**config.mk**
```make
export PLATFORM = sky130hd
export DESIGN_NAME = alu_rs
export DESIGN_NICKNAME = d
export VERILOG_FILES = /design/src/rtl/alu_rs.sv
export SDC_FILE = /design/constraint.sdc
export NUM_CORES = 1
export LEC_CHECK = 0
export ABC_CLOCK_PERIOD_IN_PS = 2600
export BUFFER_PORTS_ARGS = -buffer_cell sky130_fd_sc_hd__buf_2
export CORE_MARGIN = 8
export CORE_UTILIZATION = 45
export CTS_CLUSTER_SIZE = 16
export DETAILED_ROUTE_END_ITERATION = 7
export PLACE_DENSITY = 0.67
export REMOVE_ABC_BUFFERS = 1
export SLEW_MARGIN = 20
export SYNTH_ARGS = -nofsm -noshare
export SYNTH_HDL_FRONTEND = slang
export SYNTH_SLANG_ARGS = --single-unit
```
**constraint.sdc**
```tcl
create_clock -name clk -period 2.6 [get_ports clk]
set_input_delay 0.13 -clock clk [delete_from_list [all_inputs] [get_ports clk]]
set_output_delay 0.13 -clock clk [all_outputs]
set_load 0.05 [all_outputs]
```
**src/rtl/alu_rs.sv**
```systemverilog
// Reservation station for the integer ALU: buffers dispatched micro-ops, captures
// operands from the CDB and issues the lowest-index operand-complete entry.
module alu_rs #(
    parameter int NUM_ENTRIES = 4,
    parameter int TAG_W       = 4
) (
    input  logic             clk,
    input  logic             rst,
    input  logic             flush,
    input  logic             dispatch_valid,
    output logic             dispatch_ready,
    input  logic [2:0]       dispatch_aluop,
    input  logic [TAG_W-1:0] dispatch_rob_tag,
    input  logic             dispatch_rs1_rdy,
    input  logic [31:0]      dispatch_rs1_val,
    input  logic [TAG_W-1:0] dispatch_rs1_tag,
    input  logic             dispatch_rs2_rdy,
    input  logic [31:0]      dispatch_rs2_val,
    input  logic [TAG_W-1:0] dispatch_rs2_tag,
    input  logic             cdb_valid,
    input  logic [TAG_W-1:0] cdb_tag,
    input  logic [31:0]      cdb_data,
    output logic             issue_valid,
    input  logic             issue_ready,
    output logic [2:0]       issue_aluop,
    output logic [31:0]      issue_a,
    output logic [31:0]      issue_b,
    output logic [TAG_W-1:0] issue_rob_tag
);
    localparam int IDX_W = (NUM_ENTRIES > 1) ? $clog2(NUM_ENTRIES) : 1;

    logic [NUM_ENTRIES-1:0] busy_r;
    logic [NUM_ENTRIES-1:0] rs1_rdy_r;
    logic [NUM_ENTRIES-1:0] rs2_rdy_r;
    logic [2:0]             aluop_r   [NUM_ENTRIES];
    logic [TAG_W-1:0]       rob_tag_r [NUM_ENTRIES];
    logic [31:0]            rs1_val_r [NUM_ENTRIES];
    logic [31:0]            rs2_val_r [NUM_ENTRIES];
    logic [TAG_W-1:0]       rs1_tag_r [NUM_ENTRIES];
    logic [TAG_W-1:0]       rs2_tag_r [NUM_ENTRIES];

    logic [NUM_ENTRIES-1:0] ready_vec_s;
    logic [IDX_W-1:0]       free_idx_s;
    logic [IDX_W-1:0]       issue_idx_s;
    logic                   issue_found_s;
    logic                   dispatch_fire_s;
    logic                   issue_fire_s;
    logic                   rs1_hit_s;
    logic                   rs2_hit_s;

    function automatic logic [IDX_W-1:0] lowest_idx(input logic [NUM_ENTRIES-1:0] vec);
        lowest_idx = '0;
        for (int i = NUM_ENTRIES - 1; i >= 0; i--) begin
            if (vec[i]) begin
                lowest_idx = IDX_W'(i);
            end else begin
                lowest_idx = lowest_idx;
            end
        end
    endfunction

    assign ready_vec_s     = busy_r & rs1_rdy_r & rs2_rdy_r;
    assign issue_found_s   = |ready_vec_s;
    assign issue_idx_s     = lowest_idx(ready_vec_s);
    assign free_idx_s      = lowest_idx(~busy_r);
    assign dispatch_ready  = ~(&busy_r);
    assign dispatch_fire_s = dispatch_valid & dispatch_ready;
    assign issue_fire_s    = issue_found_s & issue_ready;
    // A dispatched operand whose producer broadcasts this very cycle is captured directly
    assign rs1_hit_s = cdb_valid & ~dispatch_rs1_rdy & (dispatch_rs1_tag == cdb_tag);
    assign rs2_hit_s = cdb_valid & ~dispatch_rs2_rdy & (dispatch_rs2_tag == cdb_tag);

    // Issue port: present the selected entry, drive zeros when nothing is issuable
    always_comb begin
        issue_valid   = 1'b0;
        issue_aluop   = 3'b000;
        issue_a       = 32'h0000_0000;
        issue_b       = 32'h0000_0000;
        issue_rob_tag = '0;
        if (issue_found_s) begin
            issue_valid   = 1'b1;
            issue_aluop   = aluop_r[issue_idx_s];
            issue_a       = rs1_val_r[issue_idx_s];
            issue_b       = rs2_val_r[issue_idx_s];
            issue_rob_tag = rob_tag_r[issue_idx_s];
        end else begin
            issue_valid   = 1'b0;
        end
    end

    // Entry state: reset/flush clears everything, otherwise wakeup, retire and dispatch write
    always_ff @(posedge clk) begin
        if (rst || flush) begin
            busy_r    <= '0;
            rs1_rdy_r <= '0;
            rs2_rdy_r <= '0;
            for (int i = 0; i < NUM_ENTRIES; i++) begin
                aluop_r[i]   <= 3'b000;
                rob_tag_r[i] <= '0;
                rs1_val_r[i] <= 32'h0000_0000;
                rs2_val_r[i] <= 32'h0000_0000;
                rs1_tag_r[i] <= '0;
                rs2_tag_r[i] <= '0;
            end
        end else begin
            for (int i = 0; i < NUM_ENTRIES; i++) begin
                if (busy_r[i] && cdb_valid && !rs1_rdy_r[i] && (rs1_tag_r[i] == cdb_tag)) begin
                    rs1_rdy_r[i] <= 1'b1;
                    rs1_val_r[i] <= cdb_data;
                end
                if (busy_r[i] && cdb_valid && !rs2_rdy_r[i] && (rs2_tag_r[i] == cdb_tag)) begin
                    rs2_rdy_r[i] <= 1'b1;
                    rs2_val_r[i] <= cdb_data;
                end
                if (issue_fire_s && (issue_idx_s == IDX_W'(i))) begin
                    busy_r[i] <= 1'b0;
                end
                // Dispatch only targets a free slot, so it never races the retire above
                if (dispatch_fire_s && (free_idx_s == IDX_W'(i))) begin
                    busy_r[i]    <= 1'b1;
                    aluop_r[i]   <= dispatch_aluop;
                    rob_tag_r[i] <= dispatch_rob_tag;
                    rs1_rdy_r[i] <= dispatch_rs1_rdy | rs1_hit_s;
                    rs1_val_r[i] <= rs1_hit_s ? cdb_data : dispatch_rs1_val;
                    rs1_tag_r[i] <= dispatch_rs1_tag;
                    rs2_rdy_r[i] <= dispatch_rs2_rdy | rs2_hit_s;
                    rs2_val_r[i] <= rs2_hit_s ? cdb_data : dispatch_rs2_val;
                    rs2_tag_r[i] <= dispatch_rs2_tag;
                end
            end
        end
    end
endmodule
```
==> reports/results.ini <==
[run_status]
status = finished, violations left
violations = setup timing

[clock_tree]
clockBufferDepth = 3
clk_pin_slew_ps = 60
htreeDepth = 2
cts.sinks = 328
cts_root_buffer = clkbuf_16
clock_latency_ps = 540
cts_tree = yes
cts_made_buffers = 37

[synthesis]
synth-edff-count = 316
netlist_instances = 1419
avgSynthCellArea_um2 = 11.6
synthDistinctLibCells = 49
synthTopCellsByArea = edfxtp_1 58%, mux2i_1 7.8%, a22oi_1 6.5%
synth_mux_area_share_pct = 7.79
synth_top_area_share_pct = 57.7
synthAdderAreaFrac_pct = 0
synth_top_family_by_area = compound AO/OA/AOI/OAI gates
synth_xor_area_share_pct = 2.13
ys_seq_elements = 328
synth_compound_area_share_pct = 15.5
synth_largest_area_cell = edfxtp_1
ys_seq_area_share_pct = 59.2
ys_async_sr_fraction_pct = 0
ys_warn_count = 0
synth_commonest_cells = 316 x edfxtp_1, 144 x nand2_1, 142 x a22oi_1
syn-cell-area_um2 = 16400
synthFlopType = edfxtp_1
synthSimpleGateAreaFrac_pct = 11.1
synth_most_common_cell = edfxtp_1

[timing]
tns_ps = -9.44
tightest_slew_ps = 769
period_share_pct = 100
fmax_mhz = 383
finalHoldViolCount = 0
setup_viol = 2
timing.final.ws_setup_ps = -8.93
relSlewSlack_pct = 48.7
slew_viol_final = 0
rsz0062_at_grt = true
finClkSkew_ps = 23.7
layout_min_cycle_time_ps = 2610

[finish]
fin_cells = 2145
finalNetCount = 1771
fin_area_um2 = 20300
syn_to_final_growth_pct = 23.5
fillerInstances = 2996
drive_gt1_share_pct = 20.8

[critical_path]
cpMaxStageDelayCell = bufbuf_16
path_cells = and3_2 > and4b_2 > bufbuf_16 > a22oi_1 > o21ai_0 > clkbuf_4
cp_max_fo = 35
required_ps = 2470
arrival_ps = 2480
crit_path_start_kind = register
end_kind = output pin
critPathKind = reg2out
critPathMaxStageDelay_ps = 420

[pwr]
sequentialPowerShare_pct = 50.0
pwr_density_cell_nw_per_um2 = 603
ir_drop_mv = 0.505
power.internal_mw = 9.45
clkPwrFrac_pct = 42.9
power.switching_mw = 2.78
pwr-share-comb_pct = 7.1
switching_share_pct = 22.7
p_leak_nw = 7.79

[place]
post-dp-hpwl_mm = 32.0
port_buffers = 195
place_area_um2 = 18000
dp_slack_ps = 277
place_congestion = 0.872
place_inst = 1993

[die]
rows = 70
core_um2 = 36300
dieHeight_um = 207
fp.dieW_um = 207
dieArea_um2 = 42900
start_util_pct = 45.4
io_pins = 196

[route]
ant_nets = 0
firstDrtPassIters = 5
vias = 13000
post_drt_wl_per_cell_um = 24.6
wl_mm = 52.8
viasPerCell = 6.05
drt_iter0_markers = 1230
drc = 0

[hold_path]
hp-class = in2reg

[global_routing]
grt_pass1_wl_mm = 80.1
gr-total-overflow = 0
antenna_found_initial = 8
grt_max_degree = 60
grt_usage_pct = 23.7
grt_pass1_vias = 13300

[run]
cap_violations = 0

[power groups by stage]
stage / clock [mW] / combinational [mW] / sequential (mW)
3_5_place_dp: 0 / 0.764 / 6.22
3_3_place_gp: 0 / 0.744 / 6.21
4_1_cts: 5.28 / 0.867 / 6.11
6_report: 5.25 / 0.871 / 6.12
2_1_floorplan: 0 / 0.346 / 6.20
5_1_grt: 5.49 / 0.931 / 6.14
[layer usage]
metal	vias up	share of wire [%]	track usage, %
met2	685	49	39.1
li1	5791	-	-
met1	6383	38	30.2
met3	102	9.0	5.34
met5	-	0.11	0
met4	10	3.4	8.85
[layout by cell type, fill, tap and decap left out, types with 7 or more instances in the layout]
cell | synthesis | final
a21oi_1 | 79 | 73
a21oi_2 | 3 | 7
a22o_1 | 59 | 59
a22oi_1 | 142 | 138
and3_1 | 64 | 62
buf_12 | 0 | 13
buf_2 | 23 | 137
buf_4 | 18 | 84
clkbuf_1 | 91 | 7
clkbuf_16 | 0 | 38
clkbuf_4 | 0 | 17
clkinv_1 | 0 | 10
dfxtp_1 | 12 | 8
dlygate4sd3_1 | 0 | 79
edfxtp_1 | 316 | 316
mux2i_1 | 128 | 128
nand2_1 | 144 | 144
nand3_1 | 12 | 12
nor2_1 | 140 | 137
o21ai_0 | 72 | 64
o21ai_1 | 2 | 7
xnor2_1 | 24 | 24
xor2_1 | 16 | 16
[logic make-up (layout without fill, tap and decap cells)]
family / count (synthesis) / after routing
xor+xnor: 40 / 40
other cells: 0 / 3
buf+inv: 148 / 403
flops: 328 / 328
compound gates: 377 / 377
simple gates: 398 / 398
mux: 128 / 128
[metrics by stage]
step | hold WS, ps | utilization, % | power [mW]
2_1_floorplan | 331 | - | 6.55
3_3_place_gp | 464 | 49.6 | 6.95
3_5_place_dp | 472 | 49.6 | 6.99
4_1_cts | 3.90 | 55.7 | 12.3
5_1_grt | 25.9 | 56.0 | 12.6
6_report | 27.4 | 56.0 | 12.2
[layout make-up]
type,instances,area [µm²],area share [%]
Clock inverter,20,223,1.10
Tap cell,468,586,2.88
Antenna cell,3,7.51,0.0370
Multi-Input combinational cell,943,6120,30.2
Inverter,1,3.75,0.0185
Sequential cell,328,9730,47.9
Timing Repair Buffer,337,2650,13.1
Clock buffer,45,977,4.81
[timing repair]
action	CTS	global route
pin swaps	1	1
endpoints found under the hold margin	280	0
setup endpoints to repair	72	62
cloned	2	0
hold buffers	79	0
buffers inserted	3	0
gates resized for setup	36	57
[critical path, delay by kind of cell (launching register included)]
kind | cells | cell delay [ps]
compound gates | 2 | 240
buf+inv | 2 | 680
flops | 1 | 360
simple gates | 2 | 660
[sequential cells by signal, indices dropped and copies added, names as in the netlist]
name / flops
rob_tag_r: 16
busy_r: 4
rs2_tag_r: 16
rs2_rdy_r: 4
aluop_r: 12
rs1_rdy_r: 4
rs1_val_r: 128
rs2_val_r: 128
rs1_tag_r: 16
[path summary, 6_finish.rpt]
path                            start               to  slack [ps]  depth (start not counted)
setup / recovery            busy_r[0]      issue_b[12]          -9                          6
hold / removal    dispatch_rs1_tag[0]  rs1_tag_r[0][0]          30                          2
setup reg to reg            busy_r[0]  rs1_val_r[3][8]         380                          6
hold reg to reg             busy_r[0]        busy_r[0]         540                          2
No activity file was read; power rests on OpenSTA's default activity.
